## src/rtl/rhs2116_emu_pkg.sv

```systemverilog
// Shared opcodes, FSM state type and fixed response words for the RHS2116 SPI responder.
`timescale 1ns/1ps

package rhs2116_emu_pkg;

    localparam logic [1:0] OP_CONVERT = 2'b00;
    localparam logic [1:0] OP_RSVD    = 2'b01;
    localparam logic [1:0] OP_WRITE   = 2'b10;
    localparam logic [1:0] OP_READ    = 2'b11;

    typedef enum logic {
        IDLE,
        SHIFT
    } spi_state_t;

    localparam logic [31:0] RESP_RSVD = 32'hDEAD0000;
    localparam logic [15:0] WR_ACK_HI = 16'hFFFF;

    // CONVERT answers with the channel nibble from the command above the running sample count.
    function automatic logic [31:0] convert_resp(input logic [3:0] chan, input logic [27:0] cnt);
        return {chan, cnt};
    endfunction

endpackage

```

## src/rtl/rhs2116_spi_responder_pin_sync.sv

```systemverilog
// Two-flop synchronizer for one asynchronous SPI pin, with rise/fall pulses taken against a third stage.
`timescale 1ns/1ps

module spi_pin_sync #(
    parameter logic RESET_VAL = 1'b0
) (
    input  logic clk_sys,
    input  logic rst,
    input  logic pin,
    output logic level,
    output logic rise,
    output logic fall
);

    logic [2:0] sync_q;

    always_ff @(posedge clk_sys or posedge rst) begin
        if (rst) begin
            sync_q <= {3{RESET_VAL}};
        end else begin
            sync_q <= {sync_q[1:0], pin};
        end
    end

    assign level = sync_q[1];
    assign rise  = sync_q[1] & ~sync_q[2];
    assign fall  = ~sync_q[1] & sync_q[2];

endmodule

```

## src/rtl/rhs2116_spi_responder.sv

```systemverilog
// SPI mode-1 slave emulating the RHS2116 sensor: 32-bit frames, one-frame-delayed responses.
// Optional macro RHS_EMU_ERRINJ_EN adds err_inject, which flips bit 0 of the next loaded response.
`timescale 1ns/1ps

module rhs2116_spi_responder
    import rhs2116_emu_pkg::*;
#(
    parameter int          FRAME_BITS = 32,
    parameter int          NUM_REGS   = 8,
    parameter logic [27:0] CNT_INIT   = 28'h0000000
) (
    input  logic        clk_sys,
    input  logic        rst,
    input  logic        cs_n,
    input  logic        sclk,
    input  logic        mosi,
    output logic        miso,
    output logic [31:0] cmd_data,
    output logic        cmd_valid,
    output logic        frame_abort,
    output logic [15:0] frame_cnt
`ifdef RHS_EMU_ERRINJ_EN
    ,
    input  logic        err_inject
`endif
);

    localparam int         AW        = (NUM_REGS > 1) ? $clog2(NUM_REGS) : 1;
    localparam logic [5:0] FULL_BITS = 6'(FRAME_BITS);

    logic cs_level, cs_rise, cs_fall;
    logic sclk_level, sclk_rise, sclk_fall;
    logic mosi_level, mosi_rise, mosi_fall;

    spi_pin_sync #(.RESET_VAL(1'b1)) u_sync_cs (
        .clk_sys (clk_sys),
        .rst     (rst),
        .pin     (cs_n),
        .level   (cs_level),
        .rise    (cs_rise),
        .fall    (cs_fall)
    );

    spi_pin_sync #(.RESET_VAL(1'b0)) u_sync_sclk (
        .clk_sys (clk_sys),
        .rst     (rst),
        .pin     (sclk),
        .level   (sclk_level),
        .rise    (sclk_rise),
        .fall    (sclk_fall)
    );

    spi_pin_sync #(.RESET_VAL(1'b0)) u_sync_mosi (
        .clk_sys (clk_sys),
        .rst     (rst),
        .pin     (mosi),
        .level   (mosi_level),
        .rise    (mosi_rise),
        .fall    (mosi_fall)
    );

    logic unused_sync;
    assign unused_sync = &{1'b0, cs_level, sclk_level, mosi_rise, mosi_fall};

    spi_state_t state, next_state;

    logic                      load_tx, shift_tx, shift_rx, exec_cmd, abort_cmd;
    logic [31:0]               tx_sreg, rx_sreg, pending_resp, new_resp, load_word;
    logic [5:0]                bit_cnt;
    logic [27:0]               sample_cnt;
    logic [NUM_REGS-1:0][15:0] reg_file;

    logic [1:0]    opcode;
    logic [7:0]    addr;
    logic [15:0]   wdata;
    logic          addr_ok;
    logic [AW-1:0] reg_idx;

    always_ff @(posedge clk_sys or posedge rst) begin
        if (rst) begin
            state <= IDLE;
        end else begin
            state <= next_state;
        end
    end

    always_comb begin
        next_state = state;
        case (state)
            IDLE:    if (cs_fall) next_state = SHIFT;
            SHIFT:   if (cs_rise) next_state = IDLE;
            default: next_state = IDLE;
        endcase
    end

    // A cs_n rise takes priority over any SCLK edge seen in the same cycle.
    always_comb begin
        load_tx   = 1'b0;
        shift_tx  = 1'b0;
        shift_rx  = 1'b0;
        exec_cmd  = 1'b0;
        abort_cmd = 1'b0;
        case (state)
            IDLE: begin
                load_tx = cs_fall;
            end
            SHIFT: begin
                if (cs_rise) begin
                    exec_cmd  = (bit_cnt == FULL_BITS);
                    abort_cmd = (bit_cnt != FULL_BITS);
                end else begin
                    shift_tx = sclk_rise;
                    shift_rx = sclk_fall;
                end
            end
            default: ;
        endcase
    end

    assign opcode  = rx_sreg[31:30];
    assign addr    = rx_sreg[23:16];
    assign wdata   = rx_sreg[15:0];
    assign addr_ok = ({24'd0, addr} < 32'(NUM_REGS));
    assign reg_idx = addr[AW-1:0];

    always_comb begin
        new_resp = RESP_RSVD;
        case (opcode)
            OP_CONVERT: new_resp = convert_resp(rx_sreg[19:16], sample_cnt);
            OP_WRITE:   new_resp = {WR_ACK_HI, wdata};
            OP_READ:    new_resp = addr_ok ? {16'h0000, reg_file[reg_idx]} : 32'h00000000;
            OP_RSVD:    new_resp = RESP_RSVD;
            default:    new_resp = RESP_RSVD;
        endcase
    end

`ifdef RHS_EMU_ERRINJ_EN
    logic err_armed;

    // A pulse coinciding with a load arms the flag for the following load.
    always_ff @(posedge clk_sys or posedge rst) begin
        if (rst) begin
            err_armed <= 1'b0;
        end else if (load_tx) begin
            err_armed <= err_inject;
        end else if (err_inject) begin
            err_armed <= 1'b1;
        end
    end

    assign load_word = pending_resp ^ {31'd0, err_armed};
`else
    assign load_word = pending_resp;
`endif

    // Executions happen in SHIFT and loads in IDLE, so a load always sees an already updated pending_resp.
    always_ff @(posedge clk_sys or posedge rst) begin
        if (rst) begin
            tx_sreg <= '0;
            rx_sreg <= '0;
            bit_cnt <= '0;
            miso    <= 1'b0;
        end else begin
            if (load_tx) begin
                tx_sreg <= load_word;
                bit_cnt <= '0;
                miso    <= 1'b0;
            end
            if (shift_tx) begin
                miso    <= tx_sreg[31];
                tx_sreg <= {tx_sreg[30:0], 1'b0};
            end
            if (shift_rx) begin
                rx_sreg <= {rx_sreg[30:0], mosi_level};
                if (bit_cnt != FULL_BITS) begin
                    bit_cnt <= bit_cnt + 6'd1;
                end
            end
            if (exec_cmd || abort_cmd) begin
                miso <= 1'b0;
            end
        end
    end

    always_ff @(posedge clk_sys or posedge rst) begin
        if (rst) begin
            cmd_data    <= '0;
            cmd_valid   <= 1'b0;
            frame_abort <= 1'b0;
            frame_cnt   <= '0;
        end else begin
            cmd_valid   <= exec_cmd;
            frame_abort <= abort_cmd;
            if (exec_cmd) begin
                cmd_data  <= rx_sreg;
                frame_cnt <= frame_cnt + 16'd1;
            end
        end
    end

    always_ff @(posedge clk_sys or posedge rst) begin
        if (rst) begin
            pending_resp <= '0;
            sample_cnt   <= CNT_INIT;
            reg_file     <= '0;
        end else if (exec_cmd) begin
            pending_resp <= new_resp;
            if (opcode == OP_CONVERT) begin
                sample_cnt <= sample_cnt + 28'd1;
            end
            if (opcode == OP_WRITE && addr_ok) begin
                reg_file[reg_idx] <= wdata;
            end
        end
    end

endmodule

```

## config.mk

```make
export PLATFORM = sky130hd
export DESIGN_NAME = rhs2116_spi_responder
export DESIGN_NICKNAME = d
export VERILOG_FILES = /design/src/rtl/rhs2116_emu_pkg.sv /design/src/rtl/rhs2116_spi_responder_pin_sync.sv /design/src/rtl/rhs2116_spi_responder.sv
export SDC_FILE = /design/constraint.sdc
export NUM_CORES = 1
export LEC_CHECK = 0
export CORE_MARGIN = 2
export CORE_UTILIZATION = 60
export DETAILED_ROUTE_END_ITERATION = 8
export GPL_ROUTABILITY_DRIVEN = 1
export GPL_TIMING_DRIVEN = 0
export PLACE_DENSITY = 0.9
export SLEW_MARGIN = 15
export SYNTH_ARGS = -nofsm -noshare
export SYNTH_HDL_FRONTEND = slang
export SYNTH_HIERARCHICAL = 1
export SYNTH_SLANG_ARGS = --single-unit
```

## constraint.sdc

```tcl
create_clock -name clk_sys -period 16.12 [get_ports clk_sys]
set_input_delay 4.836 -clock clk_sys [delete_from_list [all_inputs] [get_ports clk_sys]]
set_output_delay 4.836 -clock clk_sys [all_outputs]
set_load 0.01 [all_outputs]
```

# [Word-level counts from Yosys, hierarchy flattened]
# Index checks and enable logic that the tools add are counted.
[word_totals] wordCells=77 output_inout_bits=51 register_bits=318
[op_classes] eq_ne=5 n_addsub=3 n_reduce_logical=8 n_mux=27 magnitude_cmp=3 n_bitwise=9
[op_table] cell="$bwmux 128" count=1
[op_table] cell="$pmux 32 s4" count=1
[op_table] cell="$mux 32" count=2
[op_table] cell="$bmux 16 s3" count=1
[op_table] cell="$demux 16 s3" count=1
[op_table] cell="$mux 16" count=3
[op_table] cell="$add 28x1->28 const B" count=1
[op_table] cell="$mux 6" count=3
[op_table] cell="$add 16x1->16 const B" count=1
[op_table] cell="$mux 1" count=14
[op_table] cell="$lt 8x4->1 const B" count=1
[op_table] cell="$add 6x1->6 const B" count=1
[op_table] cell="$eq 6x6->1 const B" count=1
[op_table] cell="$ne 6x6->1 const B" count=1
[op_table] cell="$not 1->1" count=5
[op_table] cell="$and 1x1->1" count=4
[op_table] cell="$eq 2x2->1 const B" count=2
[op_table] cell="$lt 3x4->1 const B" count=1
[op_table] cell="$reduce_and 2->1" count=2
[op_table] cell="$ge 3x1->1 const B" count=1
[op_table] cell="$reduce_bool 3->1" count=1
[op_table] cell="$eq 2x1->1 const B" count=1
[op_table] cell="$logic_and 1x1->1" count=2
[op_table] cell="$logic_not 2->1" count=1
[op_table] cell="3 further kinds" count=3

# [Depth between registers and ports, before layout]
# Gate-level depths: netlist (run 1).
[depth] word_depth=6 ltp_mapped=9 ltp_nobuf=6

# [Hierarchy]
# The synthesis (run 1) kept the hierarchy.
[modules_own_cells] mod="rhs2116_spi_responder" seq_area_each_um2=7757.4 n_inst=1 cells_each=1120 area_per_inst_um2=13696.9
[modules_own_cells] mod="spi_pin_sync at u_sync_mosi ..." seq_area_each_um2=75.1 n_inst=2 cells_each=6 area_per_inst_um2=93.8
[modules_own_cells] mod="spi_pin_sync at u_sync_cs" seq_area_each_um2=78.8 n_inst=1 cells_each=6 area_per_inst_um2=97.6

# [Worst setup path before layout (run 1)]
# OpenSTA, ideal clock, no wires.
[synth_path] kind="reg-to-output" startpoint="register frame_cnt[3]" endpoint="output port frame_cnt[3]" arrival_ns=0.433 required_time_ns=11.284 setup_slack_ns=10.851 stages_incl_launch_ff=1 path_cell_list="dfrtp_1"
[synth_lines] element="start, declared" line_no="rhs2116_spi_responder.sv:21" source="output logic [15:0] frame_cnt"
[synth_lines] element="start signal, assigned" line_no="rhs2116_spi_responder.sv:196" source="frame_cnt <= frame_cnt + 16'd1;"
# No word-level cell between the ends.

# [Worst setup path after layout (run 1)]
[layout_path] startpoint="register frame_cnt[3]" endpoint="output port frame_cnt[3]"
# No word-level cell between the ends.

==> flow_metrics.env, run 1 <==
export IMPL_slew_violations=0
export IMPL_slowest_stage="clkdlybuf4s50_1"
export IMPL_vias=9556
export IMPL_syn_num_nets=1148
export IMPL_area_growth_pct=14.35
export IMPL_dp_slack_ns=9.934
export IMPL_drt_first_pass_iters=5
export IMPL_syn_cell_area_um2=13940
export IMPL_postCtsHoldBufs=0
export IMPL_cts_tree="yes"
export IMPL_finalHoldViolations=0
export IMPL_path_clk_slew_ns=0.06
export IMPL_cp_top_family="buffers and inverters"
export IMPL_drc=0
export IMPL_grt_pass1_wl_mm=53.28
export IMPL_maxClockFrequency_ghz=0.1573
export IMPL_total_leakage_power_nw=7.640
export IMPL_hpwl_mm=21.14
export IMPL_critical_path_class="flip-flop to output port"
export IMPL_root_buffer="clkbuf_16"
export IMPL_fin_skew_ns=0.009761
export IMPL_clockBufferDepth=3
export IMPL_power_total_mw=1.624
export IMPL_startpoint_type="flip-flop"
export IMPL_cp_data_required_time_ns=11.28
export IMPL_final_setup_worst_slack_ns=9.761
export IMPL_wl_mm=32.83
export IMPL_grt_ovfl_total=0
export IMPL_place_congestion=0.8656
export IMPL_initial_core_util_pct=61.39
export IMPL_track_usage_pct=27.92
export IMPL_die_x_um=156.4
export IMPL_setup_tns_ns=0
export IMPL_worstPathCellList="clkdlybuf4s50_1"
export IMPL_grt_max_degree=99
export IMPL_max_slew_margin_rel_pct=31.51
export IMPL_nNetsFinal=1242
export IMPL_final_common_cell="dfrtp_1"
export IMPL_cp_slowest_stage_delay_ns=0.57
export IMPL_instances_no_fill=1533
export IMPL_die_h_um=156.4
export IMPL_ios=56
export IMPL_clock_latency_ns=0.51
export IMPL_port_buffers=55
export IMPL_dp_cells=1478
export IMPL_powerDensity_nw_per_um2=101.9
export IMPL_layout_common_cells="dfrtp_1, nand2_1, mux2_2"
export IMPL_post_cts_buffers=0
export IMPL_cp_max_fo=6
export IMPL_max_slew_worst_pin_slew_ns=1.027
export IMPL_via_per_inst=6.234
export IMPL_maxCapViolCount=0
export IMPL_grt_pass1_vias=9892
export IMPL_cts_resized=0
export IMPL_fin_crit_ns=6.359
export IMPL_status="finished, final reports clean"
export IMPL_min_period_over_period_pct=39.45
export IMPL_cp_end_kind="output port"
export IMPL_wl_per_cell_um=21.41
export IMPL_syn_avg_cell_area_um2=12.28
export IMPL_core_area_um2=22710
export IMPL_antenna_found_initial=0
export IMPL_ys_warn_count=6
export IMPL_drive_above_1_share_pct=22.60
export IMPL_dpl_cell_area_um2=14940
export IMPL_finalSetupViolCount=0
export IMPL_path_buf_inv=1
export IMPL_antenna_cells=0
export IMPL_syn_inst=1135
export IMPL_hold_class="flip-flop to flip-flop"
export IMPL_ant_nets=0
export IMPL_clock_sinks=318
export IMPL_drtIter0Drc=802
export IMPL_rows=55
export IMPL_rsz0062_at_grt="no"
export IMPL_fin_util_pct=70.20
export IMPL_fin_hold_ws_ns=0.3516
export IMPL_final_area_um2=15940
export IMPL_htree_levels=2
export IMPL_cts_made_buffers=34
export IMPL_die_area_um2=24470
export IMPL_cp_arrival_ns=1.52
export IMPL_peakVddDrop_v=0.00007092
layer usage:
layer  global-route usage [%]  routed length (µm)  vias up
met1                    37.09               13450     4892
met4                    12.06                1532        0
met2                    45.96               15960      406
met5                        0                   0        -
li1                         -                   -     4134
met3                    4.652                1880      124
area by class of cell:
cell class | instances | area [µm²]
plain buffers | 83 | 431.7
repair buffers | 58 | 633.1
multi-input cells | 716 | 5482
inverters | 18 | 75.07
well taps | 285 | 356.6
clock buffers | 51 | 975.9
fillers | 1478 | 6766
flip-flops and latches | 318 | 7961
clock inverters | 4 | 27.53
flip-flops by register name (all words and copies together), names as in the netlist:
name                count
u_sync_sclk/sync_q      3
sample_cnt             28
cmd_data               32
rx_sreg                32
frame_cnt              16
u_sync_mosi/sync_q      2
u_sync_cs/sync_q        3
reg_file              128
state                   1
frame_abort             1
load_word              32
cmd_valid               1
miso                    1
tx_sreg                32
bit_cnt                 6
worst paths after layout:
path,from,endpoint,slack (ns),depth (start not counted)
max,frame_cnt[3],frame_cnt[3],9.76,1
min,u_sync_sclk/sync_q[0],u_sync_sclk/sync_q[1],0.35,0
max reg2reg,u_sync_cs/sync_q[1],reg_file[17],12.68,6
min reg2reg,u_sync_sclk/sync_q[0],u_sync_sclk/sync_q[1],0.35,0
max in group asynchronous,rst,reg_file[26],10.49,3
min in group asynchronous,rst,u_sync_mosi/sync_q[0],4.68,2
power breakdown:
part / switching [mW] / total (mW) / internal (mW)
sequential: 0.00934 / 0.818 / 0.808
combinational: 0.0622 / 0.0810 / 0.0188
clock: 0.309 / 0.726 / 0.417
total: 0.380 / 1.62 / 1.24
No activity file was read; power rests on OpenSTA's default activity.
==> run 2: changes to the inputs <==
Clock period 16.12 ns to 6.3 ns, I/O delays scaled along.
==> run 2 against run 1 <==
Net effect:
- global-route usage up 1.1 points
- critical path type unchanged
- highest routed layer is now met5
- critical endpoint is now frame_cnt[9]
- die area unchanged
- register-to-register slack worse by 9.8 ns
- hold slack better by 0.0049 ns
==> flow_metrics.env, run 2 (synthesized netlist as in run 1, its figures left out) <==
export IMPL_drive_above_1_share_pct=23.63
export IMPL_port_buffers=55
export IMPL_ios=56
export IMPL_cp_data_required_time_ns=4.41
export IMPL_cp_top_family="buffers and inverters"
export IMPL_final_area_um2=16060
export IMPL_clockBufferDepth=3
export IMPL_hpwl_mm=21.80
export IMPL_die_x_um=156.4
export IMPL_startpoint_type="flip-flop"
export IMPL_intPower_mw=3.184
export IMPL_cp_end_kind="output port"
export IMPL_slew_violations=0
export IMPL_initial_core_util_pct=61.39
export IMPL_critical_path_class="flip-flop to output port"
export IMPL_status="finished, final reports clean"
export IMPL_rows=55
export IMPL_via_per_inst=6.248
export IMPL_antenna_cells=0
export IMPL_clock_sinks=318
export IMPL_layout_common_cells="dfrtp_1, nand2_1, mux2_2"
export IMPL_ant_nets=0
export IMPL_postCtsHoldBufs=0
export IMPL_finalSetupViolCount=0
export IMPL_drc=0
export IMPL_cts_tree="yes"
export IMPL_worstPathCellList="clkdlybuf4s50_1"
export IMPL_final_common_cell="dfrtp_1"
export IMPL_area_growth_pct=15.19
export IMPL_wl_per_cell_um=21.98
export IMPL_grt_ovfl_total=0
export IMPL_p_switching_mw=0.9710
export IMPL_grt_pass1_vias=10052
export IMPL_track_usage_pct=28.98
export IMPL_fin_skew_ns=0.02283
export IMPL_root_buffer="clkbuf_16"
export IMPL_drtIter0Drc=844
export IMPL_cts_made_buffers=31
export IMPL_die_area_um2=24470
export IMPL_fin_crit_ns=3.447
export IMPL_cp_arrival_ns=1.56
export IMPL_nNetsFinal=1245
export IMPL_peakVddDrop_v=0.0002590
export IMPL_max_slew_margin_rel_pct=36.59
export IMPL_max_flop_register="reg_file"
export IMPL_maxCapViolCount=0
export IMPL_max_slew_worst_pin_slew_ns=0.9512
export IMPL_power_frac_seq_pct=50.3
export IMPL_core_area_um2=22710
export IMPL_post_cts_buffers=0
export IMPL_swShare_pct=23.37
export IMPL_rsz0062_at_grt="no"
export IMPL_place_congestion=0.8671
export IMPL_vias=9635
export IMPL_htree_levels=1
export IMPL_fin_hold_ws_ns=0.3565
export IMPL_grt_max_degree=39
export IMPL_maxClockFrequency_ghz=0.2901
export IMPL_antenna_found_initial=1
export IMPL_die_h_um=156.4
export IMPL_cp_max_fo=5
export IMPL_slowest_stage="clkdlybuf4s50_1"
export IMPL_cp_slowest_stage_delay_ns=0.58
export IMPL_min_period_over_period_pct=54.72
export IMPL_finalHoldViolations=0
export IMPL_grt_pass1_wl_mm=54.97
export IMPL_dpl_cell_area_um2=15030
export IMPL_drt_first_pass_iters=5
export IMPL_path_buf_inv=1
export IMPL_p_clk_share_pct=44.5
export IMPL_wl_mm=33.90
export IMPL_largest_register_ffs=128
export IMPL_cts_resized=0
export IMPL_hold_class="flip-flop to flip-flop"
export IMPL_clock_latency_ns=0.57
export IMPL_total_leakage_power_nw=7.693
export IMPL_powerDensity_nw_per_um2=258.7
export IMPL_nFillCells=1416
export IMPL_path_clk_slew_ns=0.06
export IMPL_comb_power_share_pct=5.2
## run 2: cell count changes in the layout (fill, tap and decap cells not counted)
cell,previous run,this run
buf_12,1,10
buf_16,4,1
bufinv_16,0,1
clkbuf_1,61,55
clkbuf_16,35,31
clkbuf_8,6,12
clkinv_2,2,6
clkinv_4,1,0
clkinvlp_4,0,4
inv_8,1,0
## run 2: path summary, 6_finish.rpt
path | from | end | slack (ns) | cells after the start
max | frame_cnt[9] | frame_cnt[9] | 2.85 | 1
min | u_sync_cs/sync_q[0] | u_sync_cs/sync_q[1] | 0.36 | 0
max reg2reg | u_sync_cs/sync_q[1] | reg_file[6] | 2.90 | 6
min reg2reg | u_sync_cs/sync_q[0] | u_sync_cs/sync_q[1] | 0.36 | 0
max in group asynchronous | rst | reg_file[124] | 3.50 | 5
min in group asynchronous | rst | u_sync_mosi/sync_q[1] | 1.62 | 2
## run 2: area by class of cell
| cell class | instances | area (µm²) | area share [%] |
|---|---|---|---|
| Buffer | 83 | 431.7 | 2.688 |
| Sequential cell | 318 | 7961 | 49.57 |
| Tap cell | 285 | 356.6 | 2.220 |
| Multi-Input combinational cell | 716 | 5482 | 34.13 |
| Clock buffer | 47 | 935.9 | 5.827 |
| Inverter | 18 | 71.32 | 0.4441 |
| Clock inverter | 11 | 91.34 | 0.5687 |
| Timing Repair Buffer | 64 | 730.7 | 4.550 |
## run 2: power by group through the flow
stage,registers (mW),logic [mW],clock network [mW]
floorplan,2.12,0.135,0
global route,2.09,0.241,1.95
finish,2.09,0.215,1.85
global placement,2.13,0.189,0
detailed placement,2.13,0.212,0
CTS,2.09,0.215,1.86
## run 2: metrics by stage
step                      utilization (%)  std cells  worst slack, ns  setup TNS (ns)  power (mW)
final                               70.72       1542            2.853               0       4.155
after global routing                70.72       1542            2.798               0       4.286
after CTS                           70.72       1542            2.835               0       4.165
after detailed placement            66.20       1484            2.855               0       2.339
after global placement              65.41       1475           -1.682         -514.24       2.316
after floorplan                         -       1135           0.2831               0       2.256
## run 2: worst register-to-register path: cells and delay by family (launching register included)
family	cells	cell delay (ns)
buffers and inverters	1	0.34
muxes	1	0.36
DFF	1	0.54
and+or+nand+nor	4	2.06
## run 2: routing by layer
| layer | track usage [%] | share of wire, % |
|---|---|---|
| met1 | 38.06 | 39 |
| met2 | 46.97 | 49 |
| met3 | 5.345 | 7.0 |
| met4 | 14.29 | 5.1 |
| met5 | 0 | 0.041 |
==> run 3: changes to the inputs <==
Settings changed: CORE_UTILIZATION 60 to 55, PLACE_DENSITY 0.9 to 0.87.
Clock period 6.3 ns to 3.1 ns, I/O delays scaled along.
==> run 3 against run 2 <==
Net effect:
- die area rose by 8.9%
- cell count rose by 3.3%
- design area rose by 1.5%
- register-to-register slack worse by 2.7 ns
- via count fell by 1.0%
- clock-buffer cell count grew 2
- clock power is 120% higher
- first-iteration DRC count grew 19%
- global-route usage down 4.3 points
- sequential share of layout area down 0.72 points
- clock skew fell by 0.0027 ns
- sequential power is 100% higher
- largest cell class unchanged
==> flow_metrics.env, run 3 (synthesized netlist as in run 1, its figures left out) <==
export IMPL_cp_data_required_time_ns=3.45
export IMPL_final_setup_worst_slack_ns=0.1805
export IMPL_max_slew_margin_rel_pct=31.67
export IMPL_via_per_inst=5.987
export IMPL_grt_pass1_vias=9858
export IMPL_die_h_um=163.2
export IMPL_min_period_over_period_pct=94.18
export IMPL_fin_skew_ns=0.02017
export IMPL_rrSetupSlack_ns=0.18
export IMPL_rsz0062_at_grt="no"
export IMPL_largest_register_ffs=128
export IMPL_vias=9537
export IMPL_area_growth_pct=16.90
export IMPL_wl_per_cell_um=19.99
export IMPL_p_clk_share_pct=46.3
export IMPL_fin_hold_ws_ns=0.3493
export IMPL_hold_class="flip-flop to flip-flop"
export IMPL_clock_latency_ns=0.52
export IMPL_grt_ovfl_total=0
export IMPL_max_flop_register="reg_file"
export IMPL_p_switching_mw=1.998
export IMPL_setup_tns_ns=0
export IMPL_cp_common_cell="clkbuf_1"
export IMPL_cp_end_kind="flip-flop"
export IMPL_finalHoldViolations=0
export IMPL_dpl_cell_area_um2=15120
export IMPL_worstPathCellList="nor2b_2 > and3_1 > and2_2 > clkbuf_1 > buf_2 > clkbuf_1 > a31oi_1"
export IMPL_comb_power_share_pct=5.4
export IMPL_final_common_cell="dfrtp_1"
export IMPL_clock_sinks=318
export IMPL_ios=56
export IMPL_fin_util_pct=65.10
export IMPL_place_congestion=0.8381
export IMPL_fin_crit_ns=2.919
export IMPL_hpwl_mm=21.59
export IMPL_nNetsFinal=1253
export IMPL_startpoint_type="flip-flop"
export IMPL_final_area_um2=16300
export IMPL_peakVddDrop_v=0.0003192
export IMPL_ant_nets=0
export IMPL_status="finished, final reports clean"
export IMPL_core_area_um2=25040
export IMPL_port_buffers=55
export IMPL_power_total_mw=8.801
export IMPL_cp_max_fo=10
export IMPL_cts_made_buffers=35
export IMPL_regArea_um2=7961
export IMPL_power_frac_seq_pct=48.3
export IMPL_drc=0
export IMPL_finalSetupViolCount=0
export IMPL_drtIter0Drc=1004
export IMPL_cp_arrival_ns=3.27
export IMPL_powerDensity_nw_per_um2=540.0
export IMPL_dp_cells=1530
export IMPL_slowest_stage="dfstp_2"
export IMPL_track_usage_pct=24.72
export IMPL_path_clk_slew_ns=0.05
export IMPL_max_slew_worst_pin_slew_ns=1.025
export IMPL_intPower_mw=6.803
export IMPL_postCtsHoldBufs=0
export IMPL_antenna_found_initial=1
export IMPL_multi_input_area_um2=5503
export IMPL_drive_above_1_share_pct=24.15
export IMPL_swShare_pct=22.70
export IMPL_drt_first_pass_iters=5
export IMPL_dp_slack_ns=-0.05852
export IMPL_grt_max_degree=38
export IMPL_nFillCells=1706
export IMPL_antenna_cells=0
export IMPL_die_x_um=163.2
export IMPL_slew_violations=0
export IMPL_wl_mm=31.84
export IMPL_instances_no_fill=1593
export IMPL_htree_levels=2
export IMPL_layout_common_cells="dfrtp_1, nand2_1, mux2_2"
export IMPL_clockBufferDepth=3
export IMPL_initial_core_util_pct=55.69
export IMPL_rows=58
export IMPL_maxClockFrequency_ghz=0.3425
export IMPL_cts_tree="yes"
export IMPL_grt_pass1_wl_mm=51.61
export IMPL_die_area_um2=26640
export IMPL_critical_path_class="flip-flop to flip-flop"
export IMPL_root_buffer="clkbuf_16"
export IMPL_cp_slowest_stage_delay_ns=0.53
export IMPL_total_leakage_power_nw=7.828
export IMPL_maxCapViolCount=0
[run 3: changes by cell type in the layout (fill, tap and decap cells not counted), moves of 2 or more]
cell and change:
clkbuf_16 +4, buf_4 +3, nor3_2 -3, nor3_4 +3, clkinvlp_4 -2, inv_6 +2
[run 3: layout make-up]
type                    count  share of cell area [%]
plain buffers              83                   2.649
repair buffers             68                   4.790
flip-flops and latches    318                   48.85
clock buffers              49                   6.249
clock inverters            11                  0.7293
well taps                 330                   2.533
inverters                  18                  0.4376
multi-input cells         716                   33.76
[run 3: power groups by stage]
stage / sequential, mW / combinational, mW / clock, mW
after global routing: 4.25 / 0.522 / 4.30
after floorplan: 4.31 / 0.273 / 0
after detailed placement: 4.32 / 0.432 / 0
final: 4.25 / 0.474 / 4.08
after CTS: 4.25 / 0.437 / 4.12
after global placement: 4.32 / 0.381 / 0
[run 3: per-layer routing]
layer	up-vias	GRT usage, %	wire [µm]
li1	4172	-	-
met2	405	39.87	15680
met1	4852	32.53	12680
met4	2	11.67	1181
met5	-	0	13
met3	106	4.774	2279
[run 3: path summary, 6_finish.rpt]
path	end	depth (start not counted)	from
hold reg to reg	u_sync_sclk/sync_q[1]	0	u_sync_sclk/sync_q[0]
max in group asynchronous	cmd_data[26]	5	rst
min in group asynchronous	u_sync_mosi/sync_q[1]	2	rst
setup / recovery	load_word[0]	7	u_sync_cs/sync_q[1]
setup reg to reg	load_word[0]	7	u_sync_cs/sync_q[1]
hold / removal	u_sync_sclk/sync_q[1]	0	u_sync_sclk/sync_q[0]
[run 3: critical path, delay by kind of cell, from the launching register on]
kind | cells | cell delay [ns]
buffers and inverters | 3 | 1.12
AND/OR/NAND/NOR | 3 | 0.98
flip-flops | 1 | 0.53
AO/OA/AOI/OAI | 1 | 0.14
[run 3: timing repair]
| item | in CTS | in global routing |
|---|---|---|
| setup buffers | 0 | 3 |
| gates resized for setup | 2 | 2 |
| endpoints found under the setup margin | 20 | 74 |
| pin swaps | 0 | 0 |
